--- src/rtl/branch_resolution_queue.sv ---
// rtl/branch_resolution_queue.sv - in-order branch FIFO closing the predictor training loop
module branch_resolution_queue #(
    parameter int DEPTH     = 4,
    parameter int s_history = 7
) (
    input  logic                 clk,
    input  logic                 rst,
    input  logic                 enq_valid,
    input  logic [31:0]          enq_pc,
    input  logic                 enq_pred_taken,
    input  logic [s_history-1:0] enq_ghist,
    input  logic                 res_valid,
    input  logic [31:0]          res_pc,
    input  logic                 res_taken,
    output logic                 full,
    output logic                 upd_valid,
    output logic [31:0]          upd_pc,
    output logic                 upd_mispredict,
    output logic [s_history-1:0] upd_ghist,
    output logic                 flush,
    output logic [s_history-1:0] restore_ghist,
    output logic                 order_err
);

    localparam int PW = $clog2(DEPTH);
    localparam int CW = PW + 1;

    logic [31:0]          pc_mem   [DEPTH];
    logic                 pred_mem [DEPTH];
    logic [s_history-1:0] gh_mem   [DEPTH];

    logic [PW-1:0] head;
    logic [PW-1:0] tail;
    logic [CW-1:0] count;

    logic can_enq;
    logic has_head;
    logic res_pop;
    logic pc_match;
    logic is_mis;
    logic kill;

    // full is a pure function of the pre-edge occupancy, so a same-cycle pop never frees a slot
    assign full = (count == CW'(DEPTH));

    // decode this cycle's enqueue / resolve against the oldest entry
    always_comb begin
        can_enq  = enq_valid && !full;
        has_head = (count != '0);
        res_pop  = res_valid && has_head;
        pc_match = (res_pc == pc_mem[head]);
        is_mis   = (pred_mem[head] != res_taken);
        // a mispredict or an out-of-order resolve squashes every younger entry
        kill     = res_pop && (!pc_match || is_mis);
    end

    // entry payload storage; contents are don't-care until validated by count
    always_ff @(posedge clk) begin
        if (can_enq) begin
            pc_mem[tail]   <= enq_pc;
            pred_mem[tail] <= enq_pred_taken;
            gh_mem[tail]   <= enq_ghist;
        end
    end

    // pointers, occupancy and the registered predictor update / flush bundle
    always_ff @(posedge clk) begin
        if (!rst) begin
            head           <= '0;
            tail           <= '0;
            count          <= '0;
            upd_valid      <= 1'b0;
            upd_pc         <= '0;
            upd_mispredict <= 1'b0;
            upd_ghist      <= '0;
            flush          <= 1'b0;
            restore_ghist  <= '0;
            order_err      <= 1'b0;
        end else begin
            upd_valid      <= 1'b0;
            upd_mispredict <= 1'b0;
            flush          <= 1'b0;

            if (res_valid && !has_head) begin
                order_err <= 1'b1;
            end

            if (res_pop && !pc_match) begin
                order_err <= 1'b1;
            end

            if (res_pop && pc_match) begin
                upd_valid      <= 1'b1;
                upd_pc         <= pc_mem[head];
                upd_ghist      <= gh_mem[head];
                upd_mispredict <= is_mis;
            end

            if (kill) begin
                flush         <= 1'b1;
                restore_ghist <= {gh_mem[head][s_history-2:0], res_taken};
                head          <= tail;
                count         <= '0;
            end else begin
                if (res_pop) begin
                    head <= head + PW'(1);
                end
                if (can_enq) begin
                    tail <= tail + PW'(1);
                end
                count <= count + CW'(can_enq) - CW'(res_pop);
            end
        end
    end

endmodule

--- config.mk ---
export PLATFORM = sky130hd
export DESIGN_NAME = branch_resolution_queue
export DESIGN_NICKNAME = d
export VERILOG_FILES = /design/src/rtl/branch_resolution_queue.sv
export SDC_FILE = /design/constraint.sdc
export NUM_CORES = 1
export LEC_CHECK = 0
export BUFFER_PORTS_ARGS = -buffer_cell sky130_fd_sc_hd__buf_4
export CAP_MARGIN = 30
export CORE_MARGIN = 8
export CORE_UTILIZATION = 34
export CTS_CLUSTER_DIAMETER = 100
export DETAILED_ROUTE_END_ITERATION = 12
export HOLD_SLACK_MARGIN = 0.12
export PLACE_DENSITY = 0.54
export SETUP_SLACK_MARGIN = 0.1
export SYNTH_ARGS = -nofsm -noshare
export SYNTH_HDL_FRONTEND = slang
export SYNTH_SLANG_ARGS = --single-unit
--- constraint.sdc ---
create_clock -name clk -period 4.41 [get_ports clk]
set_input_delay 0.441 -clock clk [delete_from_list [all_inputs] [get_ports clk]]
set_output_delay 0.441 -clock clk [all_outputs]
set_load 0.1 [all_outputs]
---- After elaboration in Yosys (flattened, before gate mapping) ----
Memories as Yosys holds them, arrays and structs flattened. A register that Yosys moved wholly into a read port is not among the register bits.
Index checks and enable logic that the tools add are counted.
storage, ports and cells
  bits in registers ....................... 57
  RAM bits ................................ 160
  bits of input ports ..................... 77
  output and inout port bits .............. 51
  word-level logic and storage cells ...... 52
  memories kept ........................... 3
memories
  name      words  bits a word  read ports  clocked after memory_dff  wr ports  RTL line  RTL
  pc_mem    4      32           1           1                         1         28        logic [31:0] pc_mem [DEPTH];
  gh_mem    4      7            1           1                         1         30        logic [s_history-1:0] gh_mem [DEPTH];
  pred_mem  4      1            1           1                         1         29        logic pred_mem [DEPTH];
operators by class
  $add $sub $neg .......................... 4
  equality and inequality tests ........... 3
  mux-type cells .......................... 14
  bitwise logic cells ..................... 2
  reduce and logical (&&, ||, !) cells .... 16
operators by type and width
  kind                                                            number
  32-bit equality test                                            1
  2-bit 2-to-1 mux                                                8
  1-bit logical AND                                               6
  1-bit 2-to-1 mux                                                6
  2-bit by 1-bit adder with 2-bit output (second input constant)  2
  2-bit AND reduction                                             2
  2-bit nonzero test                                              2
  3-bit by 1-bit adder with 3-bit output                          1
  3-bit equality test (second input constant)                     1
  1-bit zero test                                                 3
  3-bit nonzero test                                              1
  3-bit by 1-bit subtractor with 3-bit output                     1
  1-bit inverter                                                  2
  2-bit OR reduction                                              1
  1-bit logical OR                                                1
  1-bit inequality test                                           1

---- Logic depth before layout (Yosys ltp) ----
  depth in word-level cells ............... 7
  mapped depth ............................ 10
  depth with buffers taken out ............ 10

---- Worst setup path after synthesis ----
OpenSTA, ideal clock, no wires.
  path kind ............................... register to register
  start point ............................. register count[2]
  end point ............................... register count[2]
  library setup time ...................... 116 ps
  data arrival time ....................... 4137 ps
  setup slack ............................. 157 ps
  stages on the path, launching flop included .. 11
  buffers on the path ..................... 0
  path through ............................ dfxtp_1 > nor3b_1 > nor2b_1 > inv_1 > ha_1 > inv_1 > ha_1 > fa_1 > xnor2_1 > xnor2_1 > and3_1
between the ends
  word-level cells in the longest chain between the ends .. 5
  elaborated cells between the ends (all ways) .. 9
RTL lines
  what                                         RTL line  RTL
  from (decl)                                  34        logic [CW-1:0] count;
  from (signal assigned)                       111       count <= count + CW'(can_enq) - CW'(res_pop);
  3-bit equality test                          44        assign full = (count == CW'(DEPTH));
  named net full                               15        output logic full,
  1-bit zero test                              48        can_enq = enq_valid && !full;
  1-bit logical AND                            48
  3-bit by 1-bit adder with 3-bit output       111
  3-bit by 1-bit subtractor with 3-bit output  111
The timed path passes the listed nets, and every way through them passes these cells.
A chain may end at the register's enable or synchronous reset.

==> results.md <==
- Crit start category: flip-flop
- Post-route ant nets: 0
- GR Layer Usage met3: 2.48%
- Met1 usage: 15.7%
- Worst-path cell chain: buf_4 -> mux4_2 -> xnor2_1 -> nand4_1 -> nor4_2 -> nand3_4 -> buf_12 -> mux2i_1 -> nor2_1
- Max VDD drop: 0.260 mV
- CTS max path bufs: 3
- Mapped Cells: 476
- GP Congestion: 0.723
- Clock root cell: clkbuf_16
- Endpoints failing setup: 0
- Most frequent cells in the layout: edfxtp_1 (160), buf_4 (136), dfxtp_1 (57), mux2i_1 (49), nor2_1 (42)
- First-pass GRT wire length: 30400 um
- Critical path required time: 4.81 ns
- PD cells: 501 nW/um^2
- Vias: 4656
- P_int: 4.01 mW
- Setup TNS: 0 ns
- Vias/cell: 4.66
- Largest net degree at the start of global routing: 31
- GRT Overall Usage: 13.0%
- Port bufs: 127
- NetSw: 1.46 mW
- Final WL: 19600 um
- Post-synthesis cell type count: 32
- Fin area: 10900 um^2
- Worst hold path type: primary input to flip-flop
- Min Clock Period, post-route: 3.69 ns
- Switching share of power: 26.7%
- Clock slew at reported path FFs: 0.06 ns
- Die width: 173 um
- Number of global-route vias before repair: 5277
- Die area: 29900 um^2
- Max-Cap Viols: 0
- Sequential-to-total area share from yosys stat: 71.5%
- Total Nets Final: 740
- Slew @ Worst Pin: 0.838 ns
- Met2 GRT Util: 23.4%
- Htree depth: 1
- Gr ovfl total: 0
- RSZ-0062 raised after global routing: false
- DP Cell Count: 916
- Worst setup EP type: flip-flop
- CTS tree: yes
- Share of layout cells above drive strength 1: 33.8%
- Clk sinks: 219
- Top Usage Layer GRT: met2
- Fin. max-slew vios: 0
- Area of placed instances: 9740 um^2
- Post-CTS Setup Bufs: 0
- DR WL/cell: 19.6 um
- Synthesis-to-layout area growth: 30.4%
- CP arrival: 4.09 ns
- Most common cell after layout, fill and taps aside: edfxtp_1
- Starting density of the core: 34.5%
- Worst rel slew slack: 44.2%
- DP Wirelength: 13100 um
- Ports: 128
- Mapped Area: 8370 um^2
- Synth warnings: 0
- Hold Slack: 0.139 ns
- Final Skew: 0.0188 ns
- Fin crit share: 83.7%
- Initial DRT Pass Iterations: 4
- CP Class: flip-flop to flip-flop
- Die height: 173 um
- Drt initial violations: 211
- Seq cells post-synth: 219
- Skew-Pair Late Insertion Delay: 0.52 ns
- Gate power share: 17.7%
- Remaining DRCs: 0
- FMAX: 0.271 GHz
- Status: completed
- Reg power frac: 46.3%
- Hold Violations, Final: 0
- Antenna violations before repair: 1
- Crit path largest cell delay: 0.88 ns
- Clock power frac: 36.0%
- Worst Path Max Fanout: 29
- Crit-path slowest cell: dfxtp_2
- Syn_area_per_cell: 17.6 um^2
- Post-Syn Nets: 560
- Core Region: 24200 um^2
- Final std cells w/o fill: 1000
- Static Leakage: 4.18 nW
- # rows: 57
- Num CTS Buffers: 25
-- power groups by stage --
| stage | clock network (mW) | registers, mW | logic, mW |
|---|---|---|---|
| floorplan | 0 | 2.68 | 0.555 |
| global placement | 0 | 2.57 | 0.944 |
| detailed placement | 0 | 2.58 | 0.956 |
| CTS | 2.02 | 2.54 | 0.990 |
| global route | 2.09 | 2.56 | 1.05 |
| finish | 1.97 | 2.53 | 0.969 |
-- sequential cells by signal, indices dropped and copies added, names as in the netlist, 2 cells and up, named ones only --
name / count
count: 3
gh_mem: 28
pred_mem: 4
head: 2
pc_mem: 128
tail: 2
upd_ghist: 7
restore_ghist: 7
upd_pc: 32
-- what timing repair did --
action | 4_1_cts | 5_1_grt
gates resized for setup | 0 | 0
hold buffers | 37 | 0
hold endpoints to repair | 147 | 0
-- layer usage --
layer | share of wire, % | vias up
li1 | - | 2172
met1 | 43 | 2349
met2 | 51 | 108
met3 | 4.0 | 27
met4 | 2.0 | 0
met5 | 0 | -
-- cells in the mapped netlist --
| library cell | n | share of area (%) |
|---|---|---|
| edfxtp_1 | 160 | 57 |
| mux4_2 | 40 | 11 |
| nor2_1 | 42 | 1.9 |
| o21a_1 | 2 | 0.18 |
| fa_1 | 1 | 0.24 |
| nand4_1 | 8 | 0.60 |
| and3_1 | 3 | 0.22 |
| or3_1 | 1 | 0.075 |
| clkinv_1 | 1 | 0.045 |
| buf_4 | 2 | 0.18 |
| clkbuf_1 | 8 | 0.36 |
| nor4b_1 | 1 | 0.10 |
| a31oi_1 | 1 | 0.075 |
| nand3_2 | 1 | 0.12 |
| nand2b_1 | 1 | 0.075 |
| a21oi_1 | 1 | 0.060 |
| and2_1 | 4 | 0.30 |
| nor4_2 | 2 | 0.30 |
| o211ai_1 | 1 | 0.090 |
| buf_1 | 4 | 0.18 |
| dfxtp_1 | 59 | 14 |
| xnor2_1 | 35 | 3.7 |
| nand2_1 | 21 | 0.94 |
| ha_1 | 6 | 0.90 |
| mux2i_1 | 49 | 5.9 |
| nand3_1 | 3 | 0.18 |
| nor2b_1 | 1 | 0.075 |
| buf_2 | 7 | 0.42 |
| nor3_1 | 2 | 0.12 |
| nor3b_1 | 1 | 0.090 |
| inv_1 | 7 | 0.31 |
| nand3b_1 | 1 | 0.090 |
-- area by class of cell --
class | instances | area, um^2
multi-input combinational | 228 | 2280
timing repair buffer | 174 | 1410
inverter | 8 | 30.0
antenna | 1 | 2.50
tap | 324 | 405
clock buffer | 32 | 692
fill | 2174 | 13300
sequential | 219 | 5990
clock inverter | 14 | 105
-- worst max-delay path, delay by kind of cell, from the launching register on --
family        cells  cell delay (ns)
flops             1             0.88
xor+xnor          1             0.26
mux               2             0.52
buf+inv           2             0.61
simple gates      4             1.27
-- through the flow --
stage / worst slack, ns / total power [mW] / util [%]
floorplan: 0.157 / 3.23 / -
global placement: 0.710 / 3.51 / 40.2
detailed placement: 0.612 / 3.54 / 40.2
CTS: 0.602 / 5.55 / 45.0
global route: 0.458 / 5.70 / 45.0
finish: 0.717 / 5.47 / 45.0
-- path summary, 6_finish.rpt --
check / endpoint / startpoint / slack (ns) / cells past startpoint
hold / removal: gh_mem[0][3]$_DFFE_PP_ / enq_ghist[3] / 0.14 / 1
setup / recovery: upd_pc[22]$_SDFFE_PN0P_ / flip-flop / 0.72 / 9
hold reg to reg: restore_ghist[0]$_SDFFE_PN0P_ / restore_ghist[0]$_SDFFE_PN0P_ / 0.46 / 2
setup reg to reg: upd_pc[22]$_SDFFE_PN0P_ / flip-flop / 0.72 / 9
-- cells by family (layout without fill, tap and decap cells) --
logic type / Yosys count / in the layout / synth area share (%)
adders and majority gates: 7 / 7 / 1.14
muxes: 89 / 89 / 16.6
DFF: 219 / 219 / 71.5
AOI/OAI and AO/OA: 5 / 5 / 0.404
and+or+nand+nor: 92 / 92 / 5.17
xor gates and xnor gates: 35 / 35 / 3.66
other: 0 / 1 / 0
buffers and inverters: 29 / 228 / 1.49
Note: power is estimated with default switching activity, not from simulation.
